<file path="config.mk">
export PLATFORM = sky130hd
export DESIGN_NAME = fir_channel_scheduler
export DESIGN_NICKNAME = d
export VERILOG_FILES = /design/src/rtl/fir_pkg.sv /design/src/rtl/fir_rr_arbiter.sv /design/src/rtl/fir_channel_scheduler.sv
export SDC_FILE = /design/constraint.sdc
export NUM_CORES = 1
export LEC_CHECK = 0
export CAP_MARGIN = 0
export CORE_MARGIN = 4
export CORE_UTILIZATION = 43
export CTS_CLUSTER_SIZE = 20
export DETAILED_ROUTE_END_ITERATION = 10
export PLACE_DENSITY = 0.81
export SLEW_MARGIN = 0
export SYNTH_ARGS = -nofsm -noshare
export SYNTH_HDL_FRONTEND = slang
export SYNTH_HIERARCHICAL = 1
export SYNTH_SLANG_ARGS = --single-unit
</file>
<file path="constraint.sdc">
create_clock -name clk -period 4.45 [get_ports clk]
set_input_delay 0.445 -clock clk [delete_from_list [all_inputs] [get_ports clk]]
set_output_delay 0.445 -clock clk [all_outputs]
set_load 0.05 [all_outputs]
</file>
<file path="src/rtl/fir_pkg.sv">
// Shared constants, FSM encodings and index types for the FIR channel scheduler.
package fir_pkg;

    localparam int unsigned FIR_WIDTH = 18;
    localparam int unsigned FIR_TAPS  = 128;
    localparam int unsigned FIR_N_CH  = 4;
    localparam int unsigned FIR_CH_W  = $clog2(FIR_N_CH);

    localparam int unsigned ST_W = 3;

    typedef logic [ST_W-1:0]     state_t;
    typedef logic [FIR_CH_W-1:0] ch_idx_t;

    localparam state_t ST_IDLE  = 3'd0;
    localparam state_t ST_LOAD  = 3'd1;
    localparam state_t ST_MAC   = 3'd2;
    localparam state_t ST_DRAIN = 3'd3;
    localparam state_t ST_OUT   = 3'd4;

endpackage

</file>
<file path="src/rtl/fir_rr_arbiter.sv">
// Round-robin request arbiter; pointer moves past the served channel on advance.
module fir_rr_arbiter #(
    parameter  int unsigned N_CH = 4,
    localparam int unsigned CH_W = $clog2(N_CH)
) (
    input  logic            clk,
    input  logic            rst_n,
    input  logic [N_CH-1:0] req,
    input  logic            advance,
    input  logic [CH_W-1:0] served,
    output logic [N_CH-1:0] grant_c,
    output logic [CH_W-1:0] grant_idx_c,
    output logic            any_c
);

    logic [CH_W-1:0] ptr_q;
    logic [CH_W-1:0] ptr_d;

    // Next pointer: the channel after the one just served, wrapping at N_CH.
    always_comb begin
        ptr_d = ptr_q;
        if (advance) begin
            ptr_d = (served == CH_W'(N_CH - 1)) ? '0 : served + CH_W'(1);
        end
    end

    // First requester at or after the pointer wins.
    always_comb begin : pick
        logic [CH_W:0]   sum;
        logic [CH_W-1:0] idx;
        grant_c     = '0;
        grant_idx_c = '0;
        any_c       = 1'b0;
        for (int unsigned i = 0; i < N_CH; i++) begin
            sum = {1'b0, ptr_q} + (CH_W+1)'(i);
            idx = (sum >= (CH_W+1)'(N_CH)) ? CH_W'(sum - (CH_W+1)'(N_CH)) : CH_W'(sum);
            if (!any_c && req[idx]) begin
                any_c        = 1'b1;
                grant_c[idx] = 1'b1;
                grant_idx_c  = idx;
            end
        end
    end

    // Pointer register; reset gives channel 0 top priority.
    always_ff @(posedge clk or negedge rst_n) begin
        if (!rst_n) ptr_q <= '0;
        else        ptr_q <= ptr_d;
    end

endmodule

</file>
<file path="src/rtl/fir_channel_scheduler.sv">
// Time-shares one serial FIR MAC engine between N_CH sample channels.
module fir_channel_scheduler
    import fir_pkg::*;
#(
    parameter  int unsigned WIDTH   = FIR_WIDTH,
    parameter  int unsigned N_CH    = FIR_N_CH,
    parameter  int unsigned TAPS    = FIR_TAPS,
    parameter  int unsigned ENG_LAT = 2,
    localparam int unsigned CH_W    = $clog2(N_CH)
) (
    input  logic                    clk,
    input  logic                    rst_n,
    input  logic [N_CH-1:0]         in_valid,
    input  logic [N_CH*WIDTH-1:0]   in_data,
    output logic [N_CH-1:0]         in_ready,
    output logic [CH_W-1:0]         eng_ch,
    output logic                    eng_load,
    output logic signed [WIDTH-1:0] eng_sample,
    output logic                    eng_clr,
    output logic                    eng_en,
    input  logic signed [WIDTH-1:0] eng_result,
    output logic                    out_valid,
    output logic [CH_W-1:0]         out_ch,
    output logic signed [WIDTH-1:0] out_data,
    input  logic                    out_ready,
    output logic                    busy
);

    localparam int unsigned CNT_W = (TAPS > 1) ? $clog2(TAPS) : 1;
    localparam int unsigned LAT_W = (ENG_LAT > 1) ? $clog2(ENG_LAT) : 1;

    state_t                   state_q, state_d;
    logic [CNT_W-1:0]         cnt_q, cnt_d;
    logic [LAT_W-1:0]         lat_q, lat_d;
    logic [CH_W-1:0]          eng_ch_q, eng_ch_d;
    logic signed [WIDTH-1:0]  eng_sample_q, eng_sample_d;
    logic [CH_W-1:0]          out_ch_q, out_ch_d;
    logic signed [WIDTH-1:0]  out_data_q, out_data_d;
    logic                     out_valid_q, out_valid_d;
    logic                     eng_load_q, eng_load_d;
    logic                     eng_clr_q, eng_clr_d;
    logic                     eng_en_q, eng_en_d;
    logic                     busy_q, busy_d;

    logic [N_CH-1:0]          grant_c;
    logic [CH_W-1:0]          grant_idx_c;
    logic                     any_c;
    logic                     idle_c;
    logic                     accept_c;
    logic                     handshake_c;
    logic [WIDTH-1:0]         sel_sample_c;

    fir_rr_arbiter #(.N_CH(N_CH)) u_arb (
        .clk         (clk),
        .rst_n       (rst_n),
        .req         (in_valid),
        .advance     (handshake_c),
        .served      (out_ch_q),
        .grant_c     (grant_c),
        .grant_idx_c (grant_idx_c),
        .any_c       (any_c)
    );

    // Accept only in IDLE; reset forces the ready strobe low as well.
    assign idle_c      = rst_n && (state_q == ST_IDLE);
    assign accept_c    = idle_c && any_c;
    assign handshake_c = (state_q == ST_OUT) && out_ready;
    assign in_ready    = idle_c ? grant_c : '0;

    // Mux the granted channel's sample out of the flat input bus.
    always_comb begin
        sel_sample_c = '0;
        for (int unsigned k = 0; k < N_CH; k++) begin
            if (grant_idx_c == CH_W'(k)) sel_sample_c = in_data[k*WIDTH +: WIDTH];
        end
    end

    // Next-state, counters and registered output values.
    always_comb begin
        state_d      = state_q;
        cnt_d        = cnt_q;
        lat_d        = lat_q;
        eng_ch_d     = eng_ch_q;
        eng_sample_d = eng_sample_q;
        out_ch_d     = out_ch_q;
        out_data_d   = out_data_q;
        out_valid_d  = out_valid_q;
        case (state_q)
            ST_IDLE: begin
                if (accept_c) begin
                    eng_ch_d     = grant_idx_c;
                    out_ch_d     = grant_idx_c;
                    eng_sample_d = sel_sample_c;
                    state_d      = ST_LOAD;
                end
            end
            ST_LOAD: begin
                cnt_d   = '0;
                state_d = ST_MAC;
            end
            ST_MAC: begin
                if (cnt_q == CNT_W'(TAPS - 1)) begin
                    cnt_d   = '0;
                    lat_d   = '0;
                    state_d = ST_DRAIN;
                end else begin
                    cnt_d = cnt_q + CNT_W'(1);
                end
            end
            ST_DRAIN: begin
                if (lat_q == LAT_W'(ENG_LAT - 1)) begin
                    lat_d       = '0;
                    out_data_d  = eng_result;
                    out_valid_d = 1'b1;
                    state_d     = ST_OUT;
                end else begin
                    lat_d = lat_q + LAT_W'(1);
                end
            end
            ST_OUT: begin
                if (out_ready) begin
                    out_valid_d = 1'b0;
                    state_d     = ST_IDLE;
                end
            end
            default: state_d = ST_IDLE;
        endcase
        eng_load_d = (state_d == ST_LOAD);
        eng_clr_d  = (state_d == ST_LOAD);
        eng_en_d   = (state_d == ST_MAC);
        busy_d     = (state_d != ST_IDLE);
    end

    // State and output registers; reset may land mid-burst.
    always_ff @(posedge clk or negedge rst_n) begin
        if (!rst_n) begin
            state_q      <= ST_IDLE;
            cnt_q        <= '0;
            lat_q        <= '0;
            eng_ch_q     <= '0;
            eng_sample_q <= '0;
            out_ch_q     <= '0;
            out_data_q   <= '0;
            out_valid_q  <= 1'b0;
            eng_load_q   <= 1'b0;
            eng_clr_q    <= 1'b0;
            eng_en_q     <= 1'b0;
            busy_q       <= 1'b0;
        end else begin
            state_q      <= state_d;
            cnt_q        <= cnt_d;
            lat_q        <= lat_d;
            eng_ch_q     <= eng_ch_d;
            eng_sample_q <= eng_sample_d;
            out_ch_q     <= out_ch_d;
            out_data_q   <= out_data_d;
            out_valid_q  <= out_valid_d;
            eng_load_q   <= eng_load_d;
            eng_clr_q    <= eng_clr_d;
            eng_en_q     <= eng_en_d;
            busy_q       <= busy_d;
        end
    end

    assign eng_ch     = eng_ch_q;
    assign eng_sample = eng_sample_q;
    assign eng_load   = eng_load_q;
    assign eng_clr    = eng_clr_q;
    assign eng_en     = eng_en_q;
    assign out_valid  = out_valid_q;
    assign out_ch     = out_ch_q;
    assign out_data   = out_data_q;
    assign busy       = busy_q;

endmodule

</file>
==> run metrics <==
status=finished, final reports clean; Worst Setup Start Kind=flip-flop; post-route insts no fill=517; hpwl dp=around 7.1 mm; Arr. time, crit path=3.59 ns; FF+latch area=1380 µm²; EDFF count, synth=0; most frequent cells in the layout=clkdlybuf4s50_1 (144), dfrtp_1 (55), mux2_2 (32); die width=97.4 µm; Most Used Layer, Global Route=met2; Cells after Synth=around 280; hold_ws=0.139 ns; Finished Cell Area=5030 µm²; fill cell count=631; CTS resizes=0; Yosys reg bits=55; Vias/cell=5.51; post-DR wirelength/cell=17.9 µm; pins over their slew limit=0; M3 GR Usage=3.23%; row cnt=32; Final nets=~520; CTS HTree Levels=2; CTS hold repair buffers=0; most common cell after layout, fill and taps aside=clkdlybuf4s50_1; Num CTS Buffers=5; DR iter-0 viols=126; internal power=2.14 mW; Rel. slew slack=30.4%; Lkg Pwr=2.06 nW; Worst-path clk slew=0.10 ns; Hold Crit Class=primary input to async pin; mapped cell area=between 3000 and 4000 µm²; CTS sink count=between 50 and 60; Max VDD drop=410 µV; sw power=1.92 mW; sequential cell area fraction in the yosys report=~40%; die area=9490 µm²; CTS root buffer=clkbuf_8; Ports=146; share of cells above drive strength 1=17.6%; cell area after placement=just under 5000 µm²; combinational fraction of design power=67.9%; endpoints failing setup=0; max-cap violations=0; ys async rst share=100%; worst setup path startpoint=u_arb/ptr_q[1]; routability cong.=0.871; final WL=approximately 9 mm; Flop pwr share=23.3%; CTS max path bufs=2; Clk network pwr share=under 10%; final hold viol count=0; DRC viols=0; CP Max Fanout=12; area delta synth->final=46.4%; met1 usage in global routing=23.9%; via count=2,847; met2 usage in global routing=35.5%; clk_lat worst skew=a little over 0.3 ns; first-pass GRT wire length=15.0 mm; GR Overflow Total=0; Final min period=4.03 ns; GRT Overall Usage=between 10% and 20%; RSZ-0062 raised after global routing=no; CTS tree=yes; Final ANT Viol Nets=0; cell count after placement=~510; Slew @ Worst Pin=1.04 ns; vias in the first global route=~2,900; Final period util=90.6%; ant diodes=0; Ys Warns=6; Post-Syn Nets=382; multi-input logic area=roughly 1900 µm²; Worst setup EP type=primary output; worst reg2reg path startpoint=u_arb/ptr_q[1]; worst path required time=4.01 ns; largest net degree at the start of global routing=35; Final Total Pwr=4.06 mW; CORE AREA=7770 µm²; Synth Area per Inst=between 10 and 15 µm²; switching share of power=47.3%; Synth cell types=50; number of I/O port buffers=between 100 and 150; critical path class=flip-flop to primary output; die height=97.4 µm; initial antenna violation count=0; drt first pass iters=4; pwr dens=between 800 and 900 nW/µm²; maximum clock frequency=about 250 MHz; skew final=0.00808 ns; Post-CTS Setup Bufs=0; Initial Util=44.3%; Sum Neg Setup Slack=0 ns; ys flop type=dfrtp_1
-- Yosys cell counts (all sizes together), types with 5 or more instances --
library cell	instances	share of area, %
o22ai	5	0.91
mux4	21	15
dfrtp	55	40
inv	6	0.65
nand2b	6	1.1
mux2i	9	2.6
nor2	12	1.3
buf	18	3.7
mux2	41	14
ha	7	2.5
and3	7	1.3
nand3	7	1.0
o21ai	16	2.3
nand2	14	1.5
nor2b	8	1.5
-- logic make-up (layout without fill, tap and decap cells) --
group                      Yosys count  after routing  synth area share (%)
and+or+nand+nor                     72             72                  11.7
muxes                               71             71                  31.8
DFF                                 55             55                  40.0
AOI/OAI and AO/OA                   47             47                  9.32
buffers and inverters               26            163                  4.62
adders and majority gates            7              7                  2.55
-- metal layers --
metal	up-vias	part of all wire [%]
li1	1333	-
met1	1415	40
met2	87	55
met3	12	4.6
met4	0	1.3
met5	-	0
-- cell type report --
class	instances	area share, %
Multi-Input combinational cell	197	37.9
Timing Repair Buffer	149	29.3
Sequential cell	55	27.3
Tap cell	102	2.53
Clock buffer	6	1.64
Clock inverter	2	0.770
Inverter	6	0.447
-- registers in the layout, indices dropped and copies added (netlist names) --
register     flops
eng_en           1
lat_q            1
eng_sample      18
eng_clr          1
busy             1
out_valid        1
out_data        18
cnt_q            7
out_ch           2
state_q          3
u_arb/ptr_q      2
-- power by group through the flow --
stage | clock network, mW | logic (mW) | registers (mW)
2_1_floorplan | 0 | 1.41 | 1.56
3_3_place_gp | 0 | 2.72 | 0.938
3_5_place_dp | 0 | 2.77 | 0.956
4_1_cts | 0.364 | 2.78 | 0.948
5_1_grt | 0.389 | 2.92 | 0.985
6_report | 0.356 | 2.76 | 0.947
-- final timing paths --
path                       slack [ns]            end  cells after the start
max reg2reg                      0.96  eng_sample[3]                      8
max in group asynchronous        3.41      out_valid                      2
min reg2reg                      0.51   out_data[16]                      1
max                              0.42    in_ready[3]                      8
min                              0.14   out_data[16]                      1
min in group clk                 0.51   out_data[16]                      1
-- critical path, cell delays in order (launching register included) --
cell	delay, ns
dfrtp_1	0.61
inv_1	0.15
ha_1	0.47
mux2i_1	0.43
nor2_1	0.09
a2111oi_0	0.53
o2bb2ai_1	0.13
and3_1	0.18
clkdlybuf4s50_1	0.70
-- metrics by stage --
stage / utilization, % / setup WS [ns]
2_1_floorplan: - / 1.30
3_3_place_gp: 63.3 / 0.770
3_5_place_dp: 63.3 / 0.730
4_1_cts: 64.8 / 0.425
5_1_grt: 64.8 / 0.177
6_report: 64.8 / 0.419
No activity file was read; power rests on OpenSTA's default activity.
